**config.mk**
```make
export PLATFORM = sky130hd
export DESIGN_NAME = quad_solver_ctrl
export DESIGN_NICKNAME = d
export VERILOG_FILES = /design/src/rtl/quad_solver_ctrl.sv
export SDC_FILE = /design/constraint.sdc
export NUM_CORES = 1
export LEC_CHECK = 0
export BUFFER_PORTS_ARGS = -buffer_cell sky130_fd_sc_hd__buf_2
export CAP_MARGIN = 20
export CORE_MARGIN = 1
export CORE_UTILIZATION = 54
export DETAILED_ROUTE_END_ITERATION = 8
export PLACE_DENSITY = 0.73
export SETUP_SLACK_MARGIN = 0.05
export SKIP_LAST_GASP = 1
export SYNTH_ARGS = -nofsm -noshare
export SYNTH_HDL_FRONTEND = slang
export SYNTH_SLANG_ARGS = --single-unit
```
**constraint.sdc**
```tcl
create_clock -name clk -period 20.1 [get_ports clk]
set_input_delay 2.01 -clock clk [delete_from_list [all_inputs] [get_ports clk]]
set_output_delay 2.01 -clock clk [all_outputs]
set_load 0.05 [all_outputs]
```
**src/rtl/quad_solver_ctrl.sv**
```systemverilog
// Quadratic-equation controller: captures a, b, c, forms delta = b*b - 4ac,
// extracts floor(sqrt(delta)) one bit per cycle and emits the root numerators
// (-b +/- s), the denominator 2a and a root classification.
module quad_solver_ctrl #(
  parameter int unsigned W  = 8,
  parameter int unsigned DW = 2 * W + 2,
  parameter int unsigned SW = W + 1,
  parameter int unsigned NW = W + 2
) (
  input  logic                 clk,
  input  logic                 rst,
  input  logic                 start,
  input  logic signed [W-1:0]  a,
  input  logic signed [W-1:0]  b,
  input  logic signed [W-1:0]  c,
  output logic                 busy,
  output logic                 done,
  output logic signed [DW-1:0] delta_out,
  output logic        [SW-1:0] sqrt_out,
  output logic signed [NW-1:0] num1,
  output logic signed [NW-1:0] num2,
  output logic signed [W:0]    den,
  output logic        [1:0]    status,
  output logic                 exact
);

  localparam int unsigned CW = $clog2(SW);

  typedef enum logic [2:0] {StIdle, StDelta, StSqrt, StRoots, StDone} state_e;

  state_e               state_q;
  logic signed [W-1:0]  a_q, b_q, c_q;
  logic signed [DW-1:0] delta_q;
  logic [2*SW-1:0]      rad_q;   // radicand, consumed two bits per cycle from the top
  logic [SW+1:0]        rem_q;
  logic [SW-1:0]        root_q;
  logic [CW-1:0]        cnt_q;

  logic signed [DW-1:0] a_x, b_x, c_x, delta_c;
  logic [SW+1:0]        rem_sh, trial, rem_nxt;
  logic                 take;
  logic [SW-1:0]        root_nxt;
  logic signed [NW-1:0] neg_b, s_x, num1_c, num2_c;
  logic signed [W:0]    den_c;

  // Delta in full DW-bit signed arithmetic; cannot overflow for W-bit inputs
  always_comb begin
    a_x     = DW'(a_q);
    b_x     = DW'(b_q);
    c_x     = DW'(c_q);
    delta_c = (b_x * b_x) - ((a_x * c_x) <<< 2);
  end

  // One restoring sqrt step: bring down two radicand bits, trial-subtract 4r+1
  always_comb begin
    rem_sh   = {rem_q[SW-1:0], rad_q[2*SW-1 -: 2]};
    trial    = {root_q, 2'b01};
    take     = (rem_sh >= trial);
    rem_nxt  = take ? (rem_sh - trial) : rem_sh;
    root_nxt = {root_q[SW-2:0], take};
  end

  // Root numerators; -b is widened first so b = -2^(W-1) does not wrap
  always_comb begin
    neg_b  = -(NW'(b_q));
    s_x    = NW'(root_q);
    num1_c = neg_b + s_x;
    num2_c = neg_b - s_x;
    den_c  = {a_q, 1'b0};
  end

  assign busy = (state_q != StIdle);
  assign done = (state_q == StDone);

  // Controller FSM with working registers and held result registers
  always_ff @(posedge clk) begin
    if (rst) begin
      state_q   <= StIdle;
      a_q       <= '0;
      b_q       <= '0;
      c_q       <= '0;
      delta_q   <= '0;
      rad_q     <= '0;
      rem_q     <= '0;
      root_q    <= '0;
      cnt_q     <= '0;
      delta_out <= '0;
      sqrt_out  <= '0;
      num1      <= '0;
      num2      <= '0;
      den       <= '0;
      status    <= 2'b00;
      exact     <= 1'b0;
    end else begin
      unique case (state_q)
        StIdle: begin
          if (start) begin
            a_q     <= a;
            b_q     <= b;
            c_q     <= c;
            state_q <= StDelta;
          end
        end
        StDelta: begin
          delta_q <= delta_c;
          rad_q   <= delta_c;
          rem_q   <= '0;
          root_q  <= '0;
          cnt_q   <= CW'(SW - 1);
          if ((a_q == '0) || (delta_c < 0)) begin
            // No real quadratic roots to extract: publish immediately
            delta_out <= delta_c;
            sqrt_out  <= '0;
            num1      <= '0;
            num2      <= '0;
            den       <= den_c;
            status    <= (a_q == '0) ? 2'b11 : 2'b10;
            exact     <= (delta_c == '0);
            state_q   <= StDone;
          end else begin
            state_q <= StSqrt;
          end
        end
        StSqrt: begin
          rem_q  <= rem_nxt;
          root_q <= root_nxt;
          rad_q  <= {rad_q[2*SW-3:0], 2'b00};
          cnt_q  <= cnt_q - 1'b1;
          if (cnt_q == '0) begin
            state_q <= StRoots;
          end
        end
        StRoots: begin
          delta_out <= delta_q;
          sqrt_out  <= root_q;
          num1      <= num1_c;
          num2      <= num2_c;
          den       <= den_c;
          status    <= (delta_q == '0) ? 2'b01 : 2'b00;
          exact     <= (rem_q == '0);  // zero final remainder <=> perfect square
          state_q   <= StDone;
        end
        StDone: begin
          state_q <= StIdle;
        end
        default: begin
          state_q <= StIdle;
        end
      endcase
    end
  end

endmodule

```
==> metrics.csv, run 1 <==
metric,value,unit
Main synth FF type,dfxtp_1,
WHS Path Cells,2,
critical path peak fanout,40,
layout cells sized above 1,0.1050,
minimum clock period after layout,9.439,ns
"most common cell after layout, fill and taps aside",inv_1,
initial antenna violation count,0,
fin. max-slew vios,0,
Detailed Route WL,26.56,mm
Post-CTS Setup Inserts,0,
crit share post-route,0.4696,
worst-margin pin slew,1.026,ns
crit start category,register,
"commonest non-fill, non-tap cells in the layout","199 x inv_1, 147 x nand2_1, 141 x dfxtp_1",
Initial DRT Pass Iterations,4,
via count,9202,
asr flop ratio synth,0,
Tot GR Track Use,0.2509,
chip height,149.6,um
most frequent cell on the critical path,fa_1,
YS warnings,0,
DRT iter0 DRCs,597,
final setup fails,0,
Root Buffer,clkbuf_16,
port bufs,85,
dpl hpwl,19.94,mm
# DRC,0,
skew final,0.01118,ns
fin nets,1638,
CTS sink count,141,
critical path class,reg2reg,
global-route wire length before repair,44.35,mm
Worst Reg-to-Reg Cells,31,
Crit. End Element,register,
CP peak stage delay,0.60,ns
pin count of the biggest net entering global routing,92,
CTS tree,yes,
Slew HR,0.3163,
ANT nets after route,0,
"Cell Area, Synth",0.01176,mm2
CTS max path bufs,2,
dpl ws,10.27,ns
Num CTS Buffers,17,
hold crit path type,reg2reg,
Setup WS post-layout,10.66,ns
worst-skew pair later-pin latency,0.43,ns
# rows,53,
Yosys cell types,61,
Max Cap Violations,0,
Ports,88,
Starting Density,0.5559,
post_cts resized,0,
Post-synth EDFFs,0,
number of hold buffers added after cts,0,
Syn-to-layout area delta,10.48,%
die extent in x,149.6,um
Avg WL per Cell,15.85,um
Setup Total Neg Slack,0,ns
RSZ-0062 raised after global routing,no,
Core Region,0.02115,mm2
max frequency,105.9,MHz
Critical Path RT,20.41,ns
overflow left after global routing,0,
Syn Inst Count,1337,
"CTS clk-pin slew, worst paths",0.07,ns
Fillers,1809,
ANT cells,0,
via/cell ratio,5.494,
sequential area share after synthesis,0.2400,
Die Area,0.02237,mm2
"Avg Cell Area, Syn",8.796,um2
Final GP Congestion,0.8113,
Hold Fails Final Rpt,0,
H-tree levels,4,
"flops & latches, synth",141,
status,"complete, no violations",
vias in the first global route,9172,
Worst EP arrival,9.75,ns
Crit-path slowest cell,dfxtp_1,
## synth_stat cells, types with 2 or more instances
cell type	count	area, um2
inv_1	199	747.0
nand2_1	147	551.8
dfxtp_1	141	2823
fa_1	120	2402
ha_1	104	1301
nor2_1	97	364.1
a21oi_1	91	455.4
and2_1	60	375.4
clkbuf_1	53	198.9
xnor2_1	50	437.9
a22oi_1	28	210.2
a22o_1	24	210.2
o21ai_0	24	120.1
xor2_1	16	140.1
mux2i_1	15	150.1
nand2b_1	14	87.58
o21bai_1	14	105.1
nor4_1	13	81.33
nor2b_1	12	75.07
a21o_1	10	75.07
o21a_1	9	67.56
a311oi_1	7	61.31
a31oi_1	7	43.79
buf_4	7	52.55
mux2_2	7	78.83
nor3_1	7	35.03
a211oi_1	6	45.04
a311oi_2	4	60.06
and3_1	4	25.02
buf_2	3	15.01
nand3_1	3	15.01
nand4_1	3	18.77
o31ai_1	3	22.52
a221o_1	2	20.02
nor3b_1	2	15.01
o2bb2ai_1	2	17.52
o32ai_1	2	17.52
or2_2	2	12.51
or3_1	2	12.51
or4_1	2	15.01
## worst max-delay path: cells and delay by family (launching register included)
family	cells	cell delay (ns)
adders and majority gates	11	4.70
and+or+nand+nor	3	0.58
AOI/OAI and AO/OA	8	1.64
DFF	1	0.60
buffers and inverters	6	0.90
xor gates and xnor gates	3	0.86
## layout make-up
class	instances	area (um2)	area share
multi-input combinational	934	7946	0.6116
sequential	141	2823	0.2173
inverter	199	747.0	0.05749
timing repair buffer	94	503.0	0.03871
clock buffer	18	439.2	0.03380
tap	275	344.1	0.02648
clock inverter	14	190.2	0.01464
## metal layers
| metal | vias up | GRT usage | part of all wire |
|---|---|---|---|
| met2 | 221 | 0.4431 | 0.51 |
| met1 | 4515 | 0.3179 | 0.43 |
| met5 | - | 0 | 0 |
| met4 | 0 | 0.08469 | 0.023 |
| met3 | 41 | 0.02622 | 0.040 |
| li1 | 4425 | - | - |
## registers in the layout (all words and copies together) (netlist names)
name / flops
num2: 9
status: 2
delta_q: 17
b_q: 8
rem_q: 11
exact: 1
a_q: 8
cnt_q: 4
delta_out: 17
rad_q: 17
state_q: 3
den: 8
sqrt_out: 9
c_q: 8
num1: 10
root_q: 9
## path summary, 6_finish.rpt
kind,start,to,slack (ns)
max,a_q[7],num1[6],10.66
max reg2reg,a_q[7],num1[6],10.66
min,rad_q[0],rad_q[0],0.46
min reg2reg,rad_q[0],rad_q[0],0.46
## per-stage QoR
stage	std cells	util	hold WS, ns	area [um2]
3_5_place_dp	1642	0.5837	0.4470	12350
5_1_grt	1675	0.6142	0.4742	12990
4_1_cts	1674	0.6135	0.4638	12980
6_report	1675	0.6142	0.4631	12990
3_3_place_gp	1642	0.5837	0.4447	12350
2_1_floorplan	1338	-	0.4363	11760
## cell families after synthesis
| group | Yosys count | share of synthesized area |
|---|---|---|
| AOI/OAI and AO/OA | 244 | 0.1388 |
| other | 1 | 0.0003189 |
| muxes | 22 | 0.01947 |
| DFF | 141 | 0.2400 |
| xor gates and xnor gates | 68 | 0.05256 |
| adders and majority gates | 224 | 0.3149 |
| and+or+nand+nor | 374 | 0.1474 |
| buffers and inverters | 263 | 0.08650 |
Power of run 1 is left out: the tool's default activity adds up to more than one toggle a clock period on the data nets, which glitch-free logic cannot reach.
==> inputs of run 2 (changes only) <==
Clock period 20.1 ns to 9.8 ns, I/O delays scaled along.
==> metrics.csv, run 2 (synthesized netlist as in run 1, its figures left out) <==
metric,value,unit,change
status,"complete, no violations",,
Worst setup startpoint,c_q[2],,
met1 Resource Use GR,0.3034,,-0.01450
critical path peak fanout,39,,-2.5%
CTS sink count,141,,unchanged
largest registers,"delta_out (17), delta_q (17), rad_q (17)",,
layout cells sized above 1,0.1051,,about the same
global-route wire length before repair,44.42,mm,+0.16%
fin. max-slew vios,0,,unchanged
Initial DRT Pass Iterations,7,,+3
H-tree levels,4,,unchanged
Crit-path slowest cell,fa_1,,
port bufs,85,,unchanged
crit start category,register,,
chip height,149.6,um,unchanged
crit share post-route,0.9236,,+0.4540
Syn-to-layout area delta,10.53,%,about the same
Worst EP arrival,9.33,ns,-0.42 ns
area of the multi-input gates,0.007946,mm2,unchanged
DRT iter0 DRCs,488,,-18%
Fillers,1798,,-0.61%
Post-CTS Setup Inserts,0,,unchanged
dpl hpwl,20.46,mm,+2.6%
vias in the first global route,9250,,+0.85%
initial antenna violation count,0,,unchanged
"CTS clk-pin slew, worst paths",0.07,ns,about the same
worst-skew pair later-pin latency,0.44,ns,about the same
Setup Total Neg Slack,0,ns,unchanged
Final GP Congestion,0.8625,,+6.3%
CTS tree,yes,,
Starting Density,0.5559,,unchanged
met2 usage,0.4542,,+0.01111
Max Cap Violations,0,,unchanged
final setup fails,0,,unchanged
minimum clock period after layout,9.052,ns,-0.3871 ns
Num CTS Buffers,17,,unchanged
Crit. End Element,register,,
RSZ-0062 raised after global routing,no,,
worst-margin pin slew,1.043,ns,+0.01732 ns
Slew HR,0.3047,,-0.01154
Sequential cell area,0.002824,mm2,about the same
max frequency,110.5,MHz,+4.3%
critical path class,reg2reg,,
placed instance area,0.01235,mm2,unchanged
die extent in x,149.6,um,unchanged
ANT cells,0,,unchanged
GRT busiest layer,met2,,
CP peak stage delay,0.55,ns,-0.05 ns
Tot GR Track Use,0.2538,,+0.002890
most frequent cell on the critical path,fa_1,,
Detailed Route WL,27.26,mm,+2.6%
"most common cell after layout, fill and taps aside",inv_1,,
ANT nets after route,0,,unchanged
via count,9316,,+1.2%
CTS max path bufs,2,,unchanged
Critical Path RT,10.08,ns,-10.33 ns
Avg WL per Cell,16.28,um,+2.7%
grt met3 use,0.03902,,+0.01280
# DRC,0,,unchanged
pin count of the biggest net entering global routing,90,,-2.2%
skew final,0.01318,ns,+0.002001 ns
worst r2r src,c_q[2],,
fin nets,1637,,-0.061%
via/cell ratio,5.565,,+1.3%
Root Buffer,clkbuf_16,,
hold_sp,rad_q[0],,
final instance area,0.01300,mm2,about the same
Die Area,0.02237,mm2,unchanged
Ports,88,,unchanged
hold crit path type,reg2reg,,
# rows,53,,unchanged
Hold Fails Final Rpt,0,,unchanged
"commonest non-fill, non-tap cells in the layout","199 x inv_1, 147 x nand2_1, 140 x dfxtp_1",,
Core Region,0.02115,mm2,unchanged
overflow left after global routing,0,,unchanged
run 2: cell types whose count changed in the layout (fill, tap and decap cells not counted):
cell,delta
dfxtp_1,-1
buf_6,+1
buf_8,-1
dfxtp_2,+1
buf_4,-1
clkbuf_8,-1
bufinv_16,+1
run 2: metrics by stage:
| stage | worst slack [ns] | cells | utilization | hold WS (ns) |
|---|---|---|---|---|
| 6_report | 0.7484 | 1674 | 0.6145 | 0.4590 |
| 5_1_grt | 0.1553 | 1674 | 0.6145 | 0.4738 |
| 4_1_cts | 0.5557 | 1674 | 0.6142 | 0.4589 |
| 3_5_place_dp | 0.6181 | 1642 | 0.5837 | 0.4497 |
| 3_3_place_gp | 0.7857 | 1642 | 0.5837 | 0.4440 |
| 2_1_floorplan | 1.417 | 1338 | - | 0.4363 |
run 2: area by class of cell:
| cell class | count | area share |
|---|---|---|
| Multi-Input combinational cell | 934 | 0.6113 |
| Sequential cell | 141 | 0.2172 |
| Inverter | 199 | 0.05746 |
| Timing Repair Buffer | 93 | 0.03783 |
| Clock buffer | 17 | 0.03273 |
| Tap cell | 275 | 0.02647 |
| Clock inverter | 15 | 0.01694 |
run 2: worst paths after layout:
kind                                 endpoint  slack (ns)  cells past startpoint
worst max-delay path            delta_out[12]        0.75                     30
worst min-delay path                 rad_q[0]        0.46                      2
worst max register to register  delta_out[12]        0.75                     30
worst min register to register       rad_q[0]        0.46                      2
run 2: timing repair:
item / in CTS / in global routing
endpoints found under the setup margin: 0 / 23
hold buffers: 0 / 0
resized for setup: 0 / 2
run 2: layer usage:
metal | vias up | part of all wire
met5 | - | 0
met4 | 0 | 0.023
met3 | 49 | 0.043
met2 | 226 | 0.52
met1 | 4605 | 0.42
li1 | 4436 | -
run 2: critical path: cells and delay by family (launching register included):
kind / cells / cell delay [ns]
muxes: 1 / 0.25
xor gates and xnor gates: 3 / 0.83
adders and majority gates: 11 / 4.77
DFF: 1 / 0.52
AOI/OAI and AO/OA: 7 / 1.48
buffers and inverters: 5 / 0.56
and+or+nand+nor: 3 / 0.46
Power of run 2 is left out for the same reason.
==> inputs of run 3 (changes only) <==
==> constraint.sdc (replaced) <==
create_clock -name clk -period 10.75 [get_ports clk]
set_input_delay 1.075 -clock clk [delete_from_list [all_inputs] [get_ports clk]]
set_output_delay 1.075 -clock clk [all_outputs]
set_load 0.005 [all_outputs]
==> metrics.csv, run 3 (synthesized netlist as in run 1, its figures left out) <==
metric,value,unit,change
Starting Density,0.5559,,unchanged
pin count of the biggest net entering global routing,92,,+2.2%
final instance area,0.01297,mm2,-0.18%
Post-CTS Setup Inserts,0,,unchanged
skew final,0.01400,ns,+0.0008161 ns
"commonest non-fill, non-tap cells in the layout","199 x inv_1, 147 x nand2_1, 141 x dfxtp_1",,
placed instance area,0.01235,mm2,unchanged
final setup fails,0,,unchanged
Root Buffer,clkbuf_16,,
number of hold buffers added after cts,0,,unchanged
H-tree levels,4,,unchanged
Worst EP arrival,9.51,ns,+0.18 ns
minimum clock period after layout,9.233,ns,+0.1811 ns
final core area utilization,0.6134,,-0.001124
via/cell ratio,5.460,,-1.9%
die extent in x,149.6,um,unchanged
"CTS clk-pin slew, worst paths",0.08,ns,about the same
hold crit path type,reg2reg,,
CTS max path bufs,2,,unchanged
Crit. End Element,register,,
Slew HR,0.3169,,+0.01223
CTS sink count,141,,unchanged
global-route wire length before repair,45.08,mm,+1.5%
critical path class,reg2reg,,
chip height,149.6,um,unchanged
worst-skew pair later-pin latency,0.44,ns,about the same
fin nets,1638,,+0.061%
CP peak stage delay,0.57,ns,+0.02 ns
worst-margin pin slew,1.025,ns,-0.01834 ns
Die Area,0.02237,mm2,unchanged
max frequency,108.3,MHz,-2.0%
crit start category,register,,
ANT cells,0,,unchanged
CTS tree,yes,,
Avg WL per Cell,16.06,um,-1.4%
# rows,53,,unchanged
post_cts resized,0,,unchanged
dpl hpwl,20.46,mm,about the same
crit share post-route,0.8589,,-0.06478
Max Cap Violations,0,,unchanged
RSZ-0062 raised after global routing,no,,
Crit-path slowest cell,dfxtp_1,,
Initial DRT Pass Iterations,5,,-2
port bufs,85,,unchanged
Final GP Congestion,0.8336,,-3.4%
Num CTS Buffers,17,,unchanged
initial antenna violation count,0,,unchanged
ANT nets after route,0,,unchanged
Core Region,0.02115,mm2,unchanged
Setup Total Neg Slack,0,ns,unchanged
Syn-to-layout area delta,10.33,%,
largest registers,"delta_out (17), delta_q (17), rad_q (17)",,
worst hold margin,0.4576,ns,-0.001390 ns
layout cells sized above 1,0.1050,,about the same
most frequent cell on the critical path,fa_1,,
Critical Path RT,11.03,ns,+0.95 ns
DRT iter0 DRCs,438,,-10%
# DRC,0,,unchanged
via count,9145,,-1.8%
Hold Fails Final Rpt,0,,unchanged
Tot GR Track Use,0.2560,,+0.002218
"most common cell after layout, fill and taps aside",inv_1,,
Detailed Route WL,26.90,mm,-1.3%
critical path peak fanout,39,,unchanged
status,"complete, no violations",,
fin. max-slew vios,0,,unchanged
vias in the first global route,9251,,+0.011%
overflow left after global routing,0,,unchanged
Ports,88,,unchanged
## run 3: cell types whose count changed in the layout (fill, tap and decap cells not counted), sizes merged
cell	change
bufinv	-3
buf	+1
clkinv	+5
inv	-2
## run 3: final timing paths
check	start	to	slack, ns	cells after the start
worst max-delay path	a_q[7]	den[5]	1.52	30
worst min register to register	rad_q[0]	rad_q[0]	0.46	2
worst min-delay path	rad_q[0]	rad_q[0]	0.46	2
worst max register to register	a_q[7]	den[5]	1.52	30
## run 3: cell type report
type / count / area [um2]
fillers: 1863 / 8179
inverters: 199 / 747.0
clock inverters: 15 / 186.4
multi-input cells: 934 / 7946
clock buffers: 17 / 425.4
flip-flops and latches: 141 / 2823
repair buffers: 94 / 503.0
well taps: 275 / 344.1
## run 3: critical path, delay by kind of cell, from the launching register on
kind            cells  cell delay (ns)
flops               1             0.57
mux                 1             0.27
buf+inv             5             0.67
xor+xnor            3             0.86
fa+ha+maj          11             4.70
simple gates        3             0.49
compound gates      7             1.50
## run 3: per-layer routing
metal,global-route usage,vias to the layer above,part of all wire
met4,0.07908,0,0.018
met1,0.3212,4478,0.43
met3,0.03506,33,0.040
met5,0,-,0
li1,-,4433,-
met2,0.4528,201,0.51
## run 3: per-stage QoR
step	instances	setup WS (ns)
finish	1675	1.517
global route	1675	0.9682
CTS	1674	1.183
detailed placement	1642	1.235
global placement	1642	1.376
floorplan	1338	2.368
Power of run 3 is left out for the same reason.
